File: src/rtl/matmul_pkg.sv
// Shared definitions for the matmul job scheduler: state encoding, default sizes
// and job-descriptor field widths.
package matmul_pkg;

    localparam int unsigned DefN     = 6;
    localparam int unsigned DefAddr  = 12;
    localparam int unsigned IdW      = 4;
    localparam int unsigned NumBases = 3;

    typedef enum logic [1:0] {
        StIdle,
        StLaunch,
        StRun,
        StReport
    } state_e;

    function automatic int unsigned job_width(input int unsigned addr);
        return NumBases * addr + IdW;
    endfunction

endpackage

File: src/rtl/job_fifo.sv
// Job descriptor FIFO with registered occupancy; push/pop qualification is done by the caller.
module job_fifo #(
    parameter int unsigned WIDTH = 40,
    parameter int unsigned DEPTH = 4
) (
    input  logic                     clk,
    input  logic                     rst,
    input  logic                     push,
    input  logic [WIDTH-1:0]         wdata,
    input  logic                     pop,
    output logic [WIDTH-1:0]         rdata,
    output logic [$clog2(DEPTH):0]   level,
    output logic                     full
);

    localparam int unsigned PW = $clog2(DEPTH);
    localparam int unsigned LW = PW + 1;

    logic [WIDTH-1:0] mem [DEPTH];
    logic [PW-1:0]    wr_ptr_q;
    logic [PW-1:0]    rd_ptr_q;
    logic [LW-1:0]    level_q;

    // Power-of-two depth lets the pointers wrap by natural overflow.
    always_ff @(posedge clk or posedge rst) begin
        if (rst) begin
            wr_ptr_q <= '0;
            rd_ptr_q <= '0;
            level_q  <= '0;
        end else begin
            if (push) wr_ptr_q <= wr_ptr_q + PW'(1);
            if (pop)  rd_ptr_q <= rd_ptr_q + PW'(1);
            case ({push, pop})
                2'b10:   level_q <= level_q + LW'(1);
                2'b01:   level_q <= level_q - LW'(1);
                default: level_q <= level_q;
            endcase
        end
    end

    always_ff @(posedge clk) begin
        if (push) mem[wr_ptr_q] <= wdata;
    end

    assign rdata = mem[rd_ptr_q];
    assign level = level_q;
    assign full  = (level_q == LW'(DEPTH));

endmodule

File: src/rtl/matmul_job_scheduler.sv
// Queues matmul job descriptors, launches them one at a time on the DMA controller,
// and reports completion or timeout back to the submitter.
module matmul_job_scheduler
    import matmul_pkg::*;
#(
    parameter int unsigned N       = DefN,
    parameter int unsigned ADDR    = DefAddr,
    parameter int unsigned DEPTH   = 4,
    parameter int unsigned TIMEOUT = 1024
) (
    input  logic                   clk,
    input  logic                   rst,
    input  logic                   job_valid,
    output logic                   job_ready,
    input  logic [ADDR-1:0]        job_a_base,
    input  logic [ADDR-1:0]        job_b_base,
    input  logic [ADDR-1:0]        job_c_base,
    input  logic [IdW-1:0]         job_id,
    output logic                   dma_start,
    output logic [ADDR-1:0]        dma_a_base,
    output logic [ADDR-1:0]        dma_b_base,
    output logic [ADDR-1:0]        dma_c_base,
    input  logic                   c_wr,
    output logic                   dma_abort,
    output logic                   done_valid,
    input  logic                   done_ready,
    output logic [IdW-1:0]         done_id,
    output logic                   done_err,
    output logic                   busy,
    output logic [$clog2(DEPTH):0] level
);

    localparam int unsigned JW = job_width(ADDR);
    localparam int unsigned RW = $clog2(N + 1);
    localparam int unsigned CW = $clog2(TIMEOUT);

    state_e         state_q, state_d;
    logic [RW-1:0]  row_q, row_d, rows_next;
    logic [CW-1:0]  cyc_q, cyc_d;
    logic           err_q, err_d;
    logic [IdW-1:0] tag_q;
    logic [ADDR-1:0] a_q, b_q, c_q;

    logic           push, pop, full;
    logic [JW-1:0]  head;

    assign job_ready = ~full;
    assign push      = job_valid & ~full;

    job_fifo #(
        .WIDTH(JW),
        .DEPTH(DEPTH)
    ) u_job_fifo (
        .clk  (clk),
        .rst  (rst),
        .push (push),
        .wdata({job_a_base, job_b_base, job_c_base, job_id}),
        .pop  (pop),
        .rdata(head),
        .level(level),
        .full (full)
    );

    always_comb begin
        state_d   = state_q;
        row_d     = row_q;
        cyc_d     = cyc_q;
        err_d     = err_q;
        pop       = 1'b0;
        dma_start = 1'b0;
        dma_abort = 1'b0;
        rows_next = row_q + RW'(c_wr);
        unique case (state_q)
            StIdle: begin
                if (level != '0) begin
                    pop     = 1'b1;
                    state_d = StLaunch;
                end
            end
            StLaunch: begin
                dma_start = 1'b1;
                row_d     = '0;
                cyc_d     = '0;
                state_d   = StRun;
            end
            StRun: begin
                row_d = rows_next;
                cyc_d = cyc_q + CW'(1);
                // Completion wins over a timeout landing on the same cycle.
                if (rows_next == RW'(N)) begin
                    err_d   = 1'b0;
                    state_d = StReport;
                end else if (cyc_q == CW'(TIMEOUT - 1)) begin
                    dma_abort = 1'b1;
                    err_d     = 1'b1;
                    state_d   = StReport;
                end
            end
            StReport: begin
                if (done_ready) state_d = StIdle;
            end
            default: state_d = StIdle;
        endcase
    end

    always_ff @(posedge clk or posedge rst) begin
        if (rst) begin
            state_q <= StIdle;
            row_q   <= '0;
            cyc_q   <= '0;
            err_q   <= 1'b0;
            tag_q   <= '0;
            a_q     <= '0;
            b_q     <= '0;
            c_q     <= '0;
        end else begin
            state_q <= state_d;
            row_q   <= row_d;
            cyc_q   <= cyc_d;
            err_q   <= err_d;
            if (pop) begin
                a_q   <= head[JW-1 -: ADDR];
                b_q   <= head[JW-ADDR-1 -: ADDR];
                c_q   <= head[JW-2*ADDR-1 -: ADDR];
                tag_q <= head[IdW-1:0];
            end
        end
    end

    assign dma_a_base = a_q;
    assign dma_b_base = b_q;
    assign dma_c_base = c_q;
    assign done_valid = (state_q == StReport);
    assign done_id    = tag_q;
    assign done_err   = err_q;
    assign busy       = (state_q != StIdle);

endmodule
File: config.mk
export PLATFORM = sky130hd
export DESIGN_NAME = matmul_job_scheduler
export DESIGN_NICKNAME = d
export VERILOG_FILES = /design/src/rtl/matmul_pkg.sv /design/src/rtl/job_fifo.sv /design/src/rtl/matmul_job_scheduler.sv
export SDC_FILE = /design/constraint.sdc
export NUM_CORES = 1
export LEC_CHECK = 0
export CORE_AREA = 2 2 129 131
export DETAILED_ROUTE_END_ITERATION = 7
export DIE_AREA = 0 0 131 133
export GPL_ROUTABILITY_DRIVEN = 0
export PLACE_DENSITY_LB_ADDON = 0.3
export REMOVE_ABC_BUFFERS = 1
export SYNTH_ARGS = -nofsm -noshare
export SYNTH_HDL_FRONTEND = slang
export SYNTH_SLANG_ARGS = --single-unit
File: constraint.sdc
create_clock -name clk -period 2.65 [get_ports clk]
set_input_delay 0.53 -clock clk [delete_from_list [all_inputs] [get_ports clk]]
set_output_delay 0.53 -clock clk [all_outputs]
set_load 0.05 [all_outputs]
After elaboration in Yosys (flattened, before gate mapping)
Memory sizes are Yosys's and may differ from the RTL's. A register that Yosys moved wholly into a read port is not among the register bits.
Index checks and enable logic that the tools add are counted.
Word-level totals
  register bits: 23
  memory bits (writable): 160
  input port bits: 45
  output and inout bits: 49
  logic and storage cells: 53
  memories: 1
Memory list
  u_job_fifo.mem: words 4, width 40, rd ports 1, clocked after memory_dff 1, write ports 1, RTL line job_fifo.sv:19  | logic [WIDTH-1:0] mem [DEPTH];
Cells by class
  $add $sub $neg: 6
  eq/ne operators: 11
  multiplexer cells: 18
  bitwise operators: 2
  reduce and logical (&&, ||, !) cells: 8
Operators with widths (count)
  case mux 10 bit (2 select lines): 1
  case mux 3 bit (2 select lines): 2
  adder 10 x 1 -> 10 bit (second input constant): 1
  equality test 10 bit (second input constant): 1
  2-to-1 mux 1 bit: 10
  2-to-1 mux 2 bit: 4
  case mux 2 bit (4 select lines): 1
  nonzero test 2 bit: 4
  equality test 2 bit (second input constant): 3
  equality test 3 bit (second input constant): 2
  adder 2 x 1 -> 2 bit (second input constant): 2
  equality test 2 x 1 -> 1 bit (second input constant): 2
  adder 3 x 1 -> 3 bit: 1
  adder 3 x 1 -> 3 bit (second input constant): 1
  inequality test 3 bit (second input constant): 1
  AND reduction 3 bit: 1
  nonzero test 3 bit: 1
  subtractor 3 x 1 -> 3 bit (second input constant): 1
  zero test 2 bit: 1
  inequality test 2 x 1 -> 1 bit (second input constant): 1
  inequality test 2 bit (second input constant): 1
  AND reduction 2 bit: 1
  AND 1 bit: 1
  NOT 1 bit: 1

Logic depth before layout (Yosys ltp)
Gate-level depths: netlist of the first run.
  depth in word-level cells: 5
  gate-level depth with buffers: 11
  gate-level depth less buffers: 10

By module
From an unflattened synthesis of the first run, not the netlist that was laid out.
Second synthesis, totals
  cells, all modules: 437
  area total of the unflattened synthesis: 8717.1 µm²
By module, submodules not included
  job_fifo: instances 1, cells an instance 243, area an instance 6213.5 µm², sequential area each 4979.8 µm²
  matmul_job_scheduler: instances 1, cells an instance 194, area an instance 2503.7 µm², sequential area each 1401.3 µm²

Worst setup path before layout of the first run
OpenSTA, ideal clock, no wires.
  path type: reg2reg
  from: reg u_job_fifo.level_q[1] (netlist: u_job_fifo.level[1])
  to: mem u_job_fifo.mem[0][0], enable pin
  library setup time: 0.401 ns
  arrival time: 2.405 ns
  data required time: 2.249 ns
  setup slack: -0.156 ns
  stages on the path, launching flop included: 4
  path buffers: 0
  period minus slack after synthesis: 2.806 ns
  cell sequence: dfrtp_1 > inv_1 > nand3_1 > and3_1
Between the ends
  longest elaborated chain between the ends: 5
Ends and longest elaborated chain
  from (decl): RTL line job_fifo.sv:22  | logic [LW-1:0] level_q;
  from (signal assigned): RTL line job_fifo.sv:34  | 2'b10: level_q <= level_q + LW'(1);
  from (signal assigned): RTL line job_fifo.sv:35  | 2'b01: level_q <= level_q - LW'(1);
  from (signal assigned): RTL line job_fifo.sv:36  | default: level_q <= level_q;
  equality test 3 bit: RTL line job_fifo.sv:47  | assign full = (level_q == LW'(DEPTH));
  NOT 1 bit
  named net job_ready: RTL line matmul_job_scheduler.sv:14  | output logic job_ready,
  AND 1 bit: RTL line matmul_job_scheduler.sv:48  | assign push = job_valid & ~full;
  2-to-1 mux 1 bit: RTL line job_fifo.sv:42  | if (push) mem[wr_ptr_q] <= wdata;
  2-to-1 mux 1 bit (not written as such): RTL line job_fifo.sv:42
  to (decl): RTL line job_fifo.sv:19
The timed path passes the listed nets, and every way through them passes these cells.

Final worst setup path of the first run
  from: reg cyc_q[1]
  to: out dma_abort
Between the ends
  longest elaborated chain between the ends: 4
Ends and longest elaborated chain
  from (decl): RTL line matmul_job_scheduler.sv:39  | logic [CW-1:0] cyc_q, cyc_d;
  from (signal assigned): RTL line matmul_job_scheduler.sv:119  | cyc_q <= cyc_d;
  equality test 10 bit: RTL line matmul_job_scheduler.sv:93  | end else if (cyc_q == CW'(TIMEOUT - 1)) begin
  2-to-1 mux 1 bit: RTL line matmul_job_scheduler.sv:93
  2-to-1 mux 1 bit: RTL line matmul_job_scheduler.sv:90  | if (rows_next == RW'(N)) begin
  2-to-1 mux 1 bit: RTL line matmul_job_scheduler.sv:73  | unique case (state_q)
  to (decl): RTL line matmul_job_scheduler.sv:24  | output logic dma_abort,
Every way passes these cells.

==> results of run 1 <==
-- metrics by stage --
stage | total power [W] | setup WS [ns] | std cells | hold WS (ns)
after global placement | 0.0106 | 0.168 | 732 | 0.482
after floorplan | 0.00907 | -0.246 | 410 | 0.459
after global routing | 0.0144 | -0.0233 | 775 | 0.471
after detailed placement | 0.0108 | 0.131 | 732 | 0.496
final | 0.0137 | 0.106 | 776 | 0.415
after CTS | 0.0139 | 0.0270 | 774 | 0.432
-- power by group through the flow --
stage	registers, W	logic, W	clock network, W
after floorplan	0.00650	0.00257	0
after global placement	0.00523	0.00542	0
after detailed placement	0.00528	0.00550	0
after CTS	0.00523	0.00553	0.00312
after global routing	0.00531	0.00580	0.00325
final	0.00522	0.00546	0.00304
-- kinds of logic (layout without fill, tap and decap cells) --
family	after synthesis	count (layout)
flops	223	223
mux	84	84
simple gates	39	39
buf+inv	34	162
compound gates	24	24
fa+ha+maj	14	14
xor+xnor	9	9
other cells	0	1
-- synth_stat cells --
cell / number / area (sq um)
nor2b_1: 1 / 6.26
dfrtp_1: 63 / 1580
mux2i_1: 3 / 30.0
o21ai_0: 9 / 45.0
mux2_4: 38 / 571
mux4_2: 38 / 856
xor2_1: 2 / 17.5
nand2b_1: 1 / 6.26
nand4_1: 4 / 25.0
o31ai_2: 1 / 12.5
and3_1: 5 / 31.3
a21oi_1: 8 / 40.0
buf_1: 1 / 3.75
mux2_2: 3 / 33.8
and2_1: 1 / 6.26
nor2_1: 6 / 22.5
clkbuf_1: 3 / 11.3
inv_2: 1 / 3.75
buf_6: 1 / 11.3
mux4_1: 2 / 52.6
or3_1: 1 / 6.26
ha_1: 13 / 163
a22oi_1: 1 / 7.51
nand3b_1: 1 / 7.51
o2bb2ai_1: 5 / 43.8
xnor2_1: 7 / 61.3
fa_1: 1 / 20.0
nand3_1: 4 / 20.0
and4_1: 2 / 17.5
buf_2: 4 / 20.0
inv_1: 16 / 60.1
buf_4: 4 / 30.0
edfxtp_1: 160 / 4800
nor3_1: 6 / 30.0
buf_12: 4 / 80.1
nand2_1: 7 / 26.3
-- critical path: cells and delay by family, from the launching register on --
kind,cells,cell delay (ns)
flip-flops,1,0.39
AND/OR/NAND/NOR,4,0.73
buffers and inverters,1,0.17
adder cells (fa/ha/maj),1,0.22
-- routing by layer --
metal	GRT usage [%]	part of all wire (%)	wire length [microns]
met1	25.3	41	6390
met2	31.1	52	8110
met3	4.33	5.6	874
met4	4.37	1.4	218
met5	0	0	0
-- worst paths after layout --
path                                                       from                                 end
worst max register to register  u_job_fifo.level[0]$_DFFE_PP0P_     u_job_fifo.level[2]$_DFFE_PP0P_
max in group asynchronous                                   rst  u_job_fifo.rd_ptr_q[0]$_DFFE_PP0P_
worst max-delay path                       cyc_q[1]$_DFFE_PP0P_                           dma_abort
min in group clk                      dma_a_base[5]$_DFFE_PP0P_           dma_a_base[5]$_DFFE_PP0P_
worst min-delay path                                        rst           dma_c_base[5]$_DFFE_PP0P_
worst min register to register        dma_a_base[5]$_DFFE_PP0P_           dma_a_base[5]$_DFFE_PP0P_
-- what timing repair did --
action | 4_1_cts | 5_1_grt
buffers inserted | 0 | 1
resized for setup | 0 | 7
endpoints found under the setup margin | 0 | 3
-- final cells by class --
cell class,instances,area (sq um),share of cell area [%]
timing repair buffer,103,1110,10.4
antenna,1,2.50,0.0233
inverter,17,65.1,0.606
tap,220,275,2.56
sequential,223,6390,59.5
clock buffer,27,611,5.69
clock inverter,15,113,1.05
multi-input combinational,170,2170,20.2
-- flip-flops by register name (all words and copies together) (netlist names) --
signal and count:
cyc_q 10, dma_a_base 12, dma_b_base 12, dma_c_base 12
done_err 1, done_id 4, row_q 3, state_q 2
u_job_fifo.level 3, u_job_fifo.mem 160, u_job_fifo.rd_ptr_q 2, u_job_fifo.wr_ptr_q 2
==> flow_summary.json, run 1 <==
{
  "status": "finished, final reports clean",
  "synthMuxAreaShare_pct": 17.6,
  "antenna_left": 0,
  "cap_violations": 0,
  "io_pins": 94,
  "syn_area_per_cell_sq_um": 20.5,
  "drcViolationCount": 0,
  "switching_share_pct": 34.6,
  "synth_xor_area_share_pct": 0.900,
  "crit_type": "register to output port",
  "cts_tree": "built",
  "max_clock_freq_mhz": 393,
  "crit_path_max_fanout": 5,
  "crit_required_ns": 2.12,
  "grt_max_degree": 64,
  "drtIter0Drc": 313,
  "pwr-share-comb_pct": 39.8,
  "layout_commonest_cell": "edfxtp_1",
  "grt_pass1_vias": 4683,
  "fin_area_sq_mm": 0.0107,
  "finalCritPeriodShare_pct": 96.0,
  "cts_hold_buf": 0,
  "seq_power_share_pct": 38.1,
  "via_per_inst": 5.48,
  "die_h_microns": 133,
  "clock_skew_ns": 0.0145,
  "synthToLayoutAreaGrowth_pct": 22.5,
  "cpMaxStageDelayCell": "dfrtp_1",
  "grt_pass1_wl_microns": 24700,
  "grt_overflow": 0,
  "hold_class": "input pin to async pin",
  "worst_pin_slew_ns": 0.734,
  "finalWirelength_microns": 15600,
  "netlist_instances": 427,
  "cpPeakStageDelay_ns": 0.39,
  "synthSimpleGateAreaFrac_pct": 2.34,
  "num_vias": 4256,
  "synth_cell_types": 36,
  "power_density_mw_per_mm2": 1280,
  "final_cell_mix": "160 x edfxtp_1, 90 x clkdlybuf4s50_1, 61 x dfrtp_1",
  "r2r_slack_ns": 0.54,
  "first_pass_iters": 5,
  "cp.arrival_ns": 2.01,
  "cts.path.max_buffers": 3,
  "die-area_sq_mm": 0.0174,
  "switching_power_w": 0.00475,
  "cts_buffers": 23,
  "antenna_found_initial": 1,
  "period_minus_slack_ns": 2.54,
  "avgRoutedWirePerCell_microns": 20.1,
  "row_count": 47,
  "cts.sinks": 223,
  "slew_viol_final": 0,
  "synth_top_family_by_area": "multiplexers",
  "endpoint_kind": "output port",
  "io_buffers": 93,
  "maxSlewHeadroom_pct": 51.1,
  "ctsHtreeMaxLevel": 1,
  "dieWidth_microns": 131,
  "r2r_cells": 10,
  "final_nets": 597,
  "vdd_ir_drop_max_v": 0.000790,
  "setup_tns_ns": 0,
  "initial_core_util_pct": 54.2,
  "worstSetupStartpointType": "register",
  "ys_seq_area_share_pct": 72.8,
  "synthAdderAreaFrac_pct": 2.09,
  "clkTransAtPathRegs_ns": 0.06,
  "synth-seq-cells": 223,
  "fp.coreArea_sq_mm": 0.0162,
  "clk_latency_ns": 0.51,
  "p_int_w": 0.00897,
  "syn_area_sq_mm": 0.00876,
  "clock-root-buffer": "clkbuf_16",
  "fin_util_pct": 66.4,
  "dp_hpwl_microns": 8740,
  "synth_compound_area_share_pct": 1.70,
  "final_layout_size_suffix_gt1_share_pct": 25.4,
  "hold_viol_final": 0,
  "critical_path.cell_chain": "ha_2 -> and4_2 -> and4_4 -> nand2_1 -> nor2_1 -> buf_6",
  "p_clk_share_pct": 22.2,
  "p_leak_nw": 3.93,
  "grt_usage_pct": 18.7,
  "yosys_warnings": 0,
  "fillCellCount": 1053,
  "place_area_sq_mm": 0.00999,
  "setup_viol": 0
}
No activity file was read; power rests on OpenSTA's default activity.
==> run 2, diff against run 1 <==
--- a/config.mk
+++ b/config.mk
@@ -6,6 +6,7 @@
 export NUM_CORES = 1
 export LEC_CHECK = 0
 export CORE_AREA = 2 2 129 131
+export CTS_CLUSTER_DIAMETER = 30
 export DETAILED_ROUTE_END_ITERATION = 7
 export DIE_AREA = 0 0 131 133
 export GPL_ROUTABILITY_DRIVEN = 0
==> run 2 against run 1 <==
  * Worst hold slack improved by 0.011 ns
  * Combinational power about the same
  * Cell count increased by 4.6%
  * Routed wire length increased by 5.0%
  * Design area increased by 6.8%
  * Core utilization increased by 4.5 points
  * Sequential share of layout area decreased by 3.8 points
  * Fmax decreased by 0.37%
  * Total power increased by 17%
  * Clock skew decreased by 0.0044 ns
  * Highest routed layer unchanged
==> flow_summary.json, run 2 (same netlist as run 1, synthesis figures left out) <==
{
  "status": "finished, final reports clean",
  "clock_skew_ns": 0.0100,
  "die_h_microns": 133,
  "cts.path.max_buffers": 3,
  "synthToLayoutAreaGrowth_pct": 30.9,
  "dieWidth_microns": 131,
  "dp_hpwl_microns": 8740,
  "fin_area_sq_mm": 0.0115,
  "setup_viol": 0,
  "initial_core_util_pct": 54.2,
  "clk_latency_ns": 0.51,
  "grt_max_degree": 64,
  "grt_overflow": 0,
  "num_vias": 4383,
  "crit_type": "register to output port",
  "place_ws_ns": 0.131,
  "hold_class": "input pin to async pin",
  "io_buffers": 93,
  "clkTransAtPathRegs_ns": 0.05,
  "period_minus_slack_ns": 2.55,
  "worst_pin_slew_ns": 0.751,
  "via_per_inst": 5.40,
  "fin_util_pct": 70.9,
  "first_pass_iters": 4,
  "ctsHtreeMaxLevel": 2,
  "cts.sinks": 223,
  "grt_usage_pct": 19.9,
  "worst_slack_ns": 0.0967,
  "max_clock_freq_mhz": 392,
  "endpoint_kind": "output port",
  "regMostFlops": "u_job_fifo.mem",
  "cp.arrival_ns": 2.02,
  "cts_buffers": 42,
  "drcViolationCount": 0,
  "grt_pass1_vias": 4909,
  "final_cells": 812,
  "slew_viol_final": 0,
  "cts_tree": "built",
  "power_density_mw_per_mm2": 1400,
  "antenna_found_initial": 1,
  "io_pins": 94,
  "cap_violations": 0,
  "largest_register_ffs": 160,
  "cts_hold_buf": 0,
  "crit_path_max_fanout": 5,
  "fp.coreArea_sq_mm": 0.0162,
  "antenna_left": 0,
  "layout_commonest_cell": "edfxtp_1",
  "die-area_sq_mm": 0.0174,
  "p_leak_nw": 4.26,
  "dp_cells": 732,
  "row_count": 47,
  "vdd_ir_drop_max_v": 0.00114,
  "clock-root-buffer": "clkbuf_16",
  "final_nets": 616,
  "grt_pass1_wl_microns": 26100,
  "setup_tns_ns": 0,
  "hold_viol_final": 0,
  "worstSetupStartpointType": "register",
  "finalCritPeriodShare_pct": 96.3,
  "maxSlewHeadroom_pct": 50.0,
  "drtIter0Drc": 308,
  "final_cell_mix": "160 x edfxtp_1, 91 x clkdlybuf4s50_1, 61 x dfrtp_1",
  "final_layout_size_suffix_gt1_share_pct": 28.8,
  "place_area_sq_mm": 0.00999,
  "crit_required_ns": 2.12,
  "avgRoutedWirePerCell_microns": 20.2,
  "finalWirelength_microns": 16400
}
[run 2: changes by cell type in the layout (fill, tap and decap cells not counted), moves of 2 or more]
| cell | before | now |
|---|---|---|
| bufinv_16 | 1 | 7 |
| clkbuf_1 | 2 | 6 |
| clkbuf_16 | 23 | 42 |
| clkinv_1 | 1 | 4 |
| clkinv_2 | 10 | 7 |
| clkinv_4 | 1 | 3 |
| clkinvlp_4 | 1 | 4 |
[run 2: what timing repair did]
item	in CTS	in global routing
setup buffers	0	1
endpoints found under the hold margin	0	0
resized for setup	0	6
endpoints found under the setup margin	0	2
[run 2: critical path, cell delays in order, from the launching register on]
cell and delay [ns]:
dfrtp_1 0.39, ha_2 0.22, and4_2 0.29, and4_4 0.26, nand2_1 0.06, nor2_1 0.13
buf_6 0.17
[run 2: through the flow]
| step | hold slack (ns) | total power [W] |
|---|---|---|
| final | 0.426 | 0.0161 |
| after CTS | 0.438 | 0.0163 |
| after global routing | 0.482 | 0.0168 |
| after detailed placement | 0.496 | 0.0108 |
| after floorplan | 0.459 | 0.00907 |
| after global placement | 0.482 | 0.0106 |
[run 2: metal layers]
layer	track usage, %	share of wire (%)	vias up
met2	32.3	51	118
met3	5.58	5.2	34
met1	26.3	42	2268
li1	-	-	1963
met5	0	0	-
met4	6.15	2.3	0
[run 2: cell type report]
class	count	area (sq um)
inverters	17	65.1
clock inverters	28	354
diodes	1	2.50
well taps	220	275
multi-input cells	170	2170
flip-flops and latches	223	6390
clock buffers	50	1100
fillers	985	4710
repair buffers	103	1110
[run 2: final timing paths]
path                                            startpoint                                  to  slack, ns  cells after the start
max                                   cyc_q[0]$_DFFE_PP0P_                           dma_abort        0.1                      6
min                                                    rst              done_id[2]$_DFFE_PP0P_       0.43                      3
max reg2reg                u_job_fifo.level[0]$_DFFE_PP0P_     u_job_fifo.level[2]$_DFFE_PP0P_       0.54                     10
min reg2reg                           row_q[1]$_DFFE_PP0P_                row_q[1]$_DFFE_PP0P_       0.51                      1
max in group asynchronous                              rst  u_job_fifo.rd_ptr_q[0]$_DFFE_PP0P_       1.91                      3
min in group clk                      row_q[1]$_DFFE_PP0P_                row_q[1]$_DFFE_PP0P_       0.51                      1
[run 2: where the power goes]
part | total (W) | leakage (nW) | switching, W | internal (W)
registers | 0.00524 | 2.23 | 0.000493 | 0.00475
clock network | 0.00537 | 0.701 | 0.00172 | 0.00366
logic | 0.00548 | 1.33 | 0.00300 | 0.00247
total | 0.0161 | 4.26 | 0.00522 | 0.0109
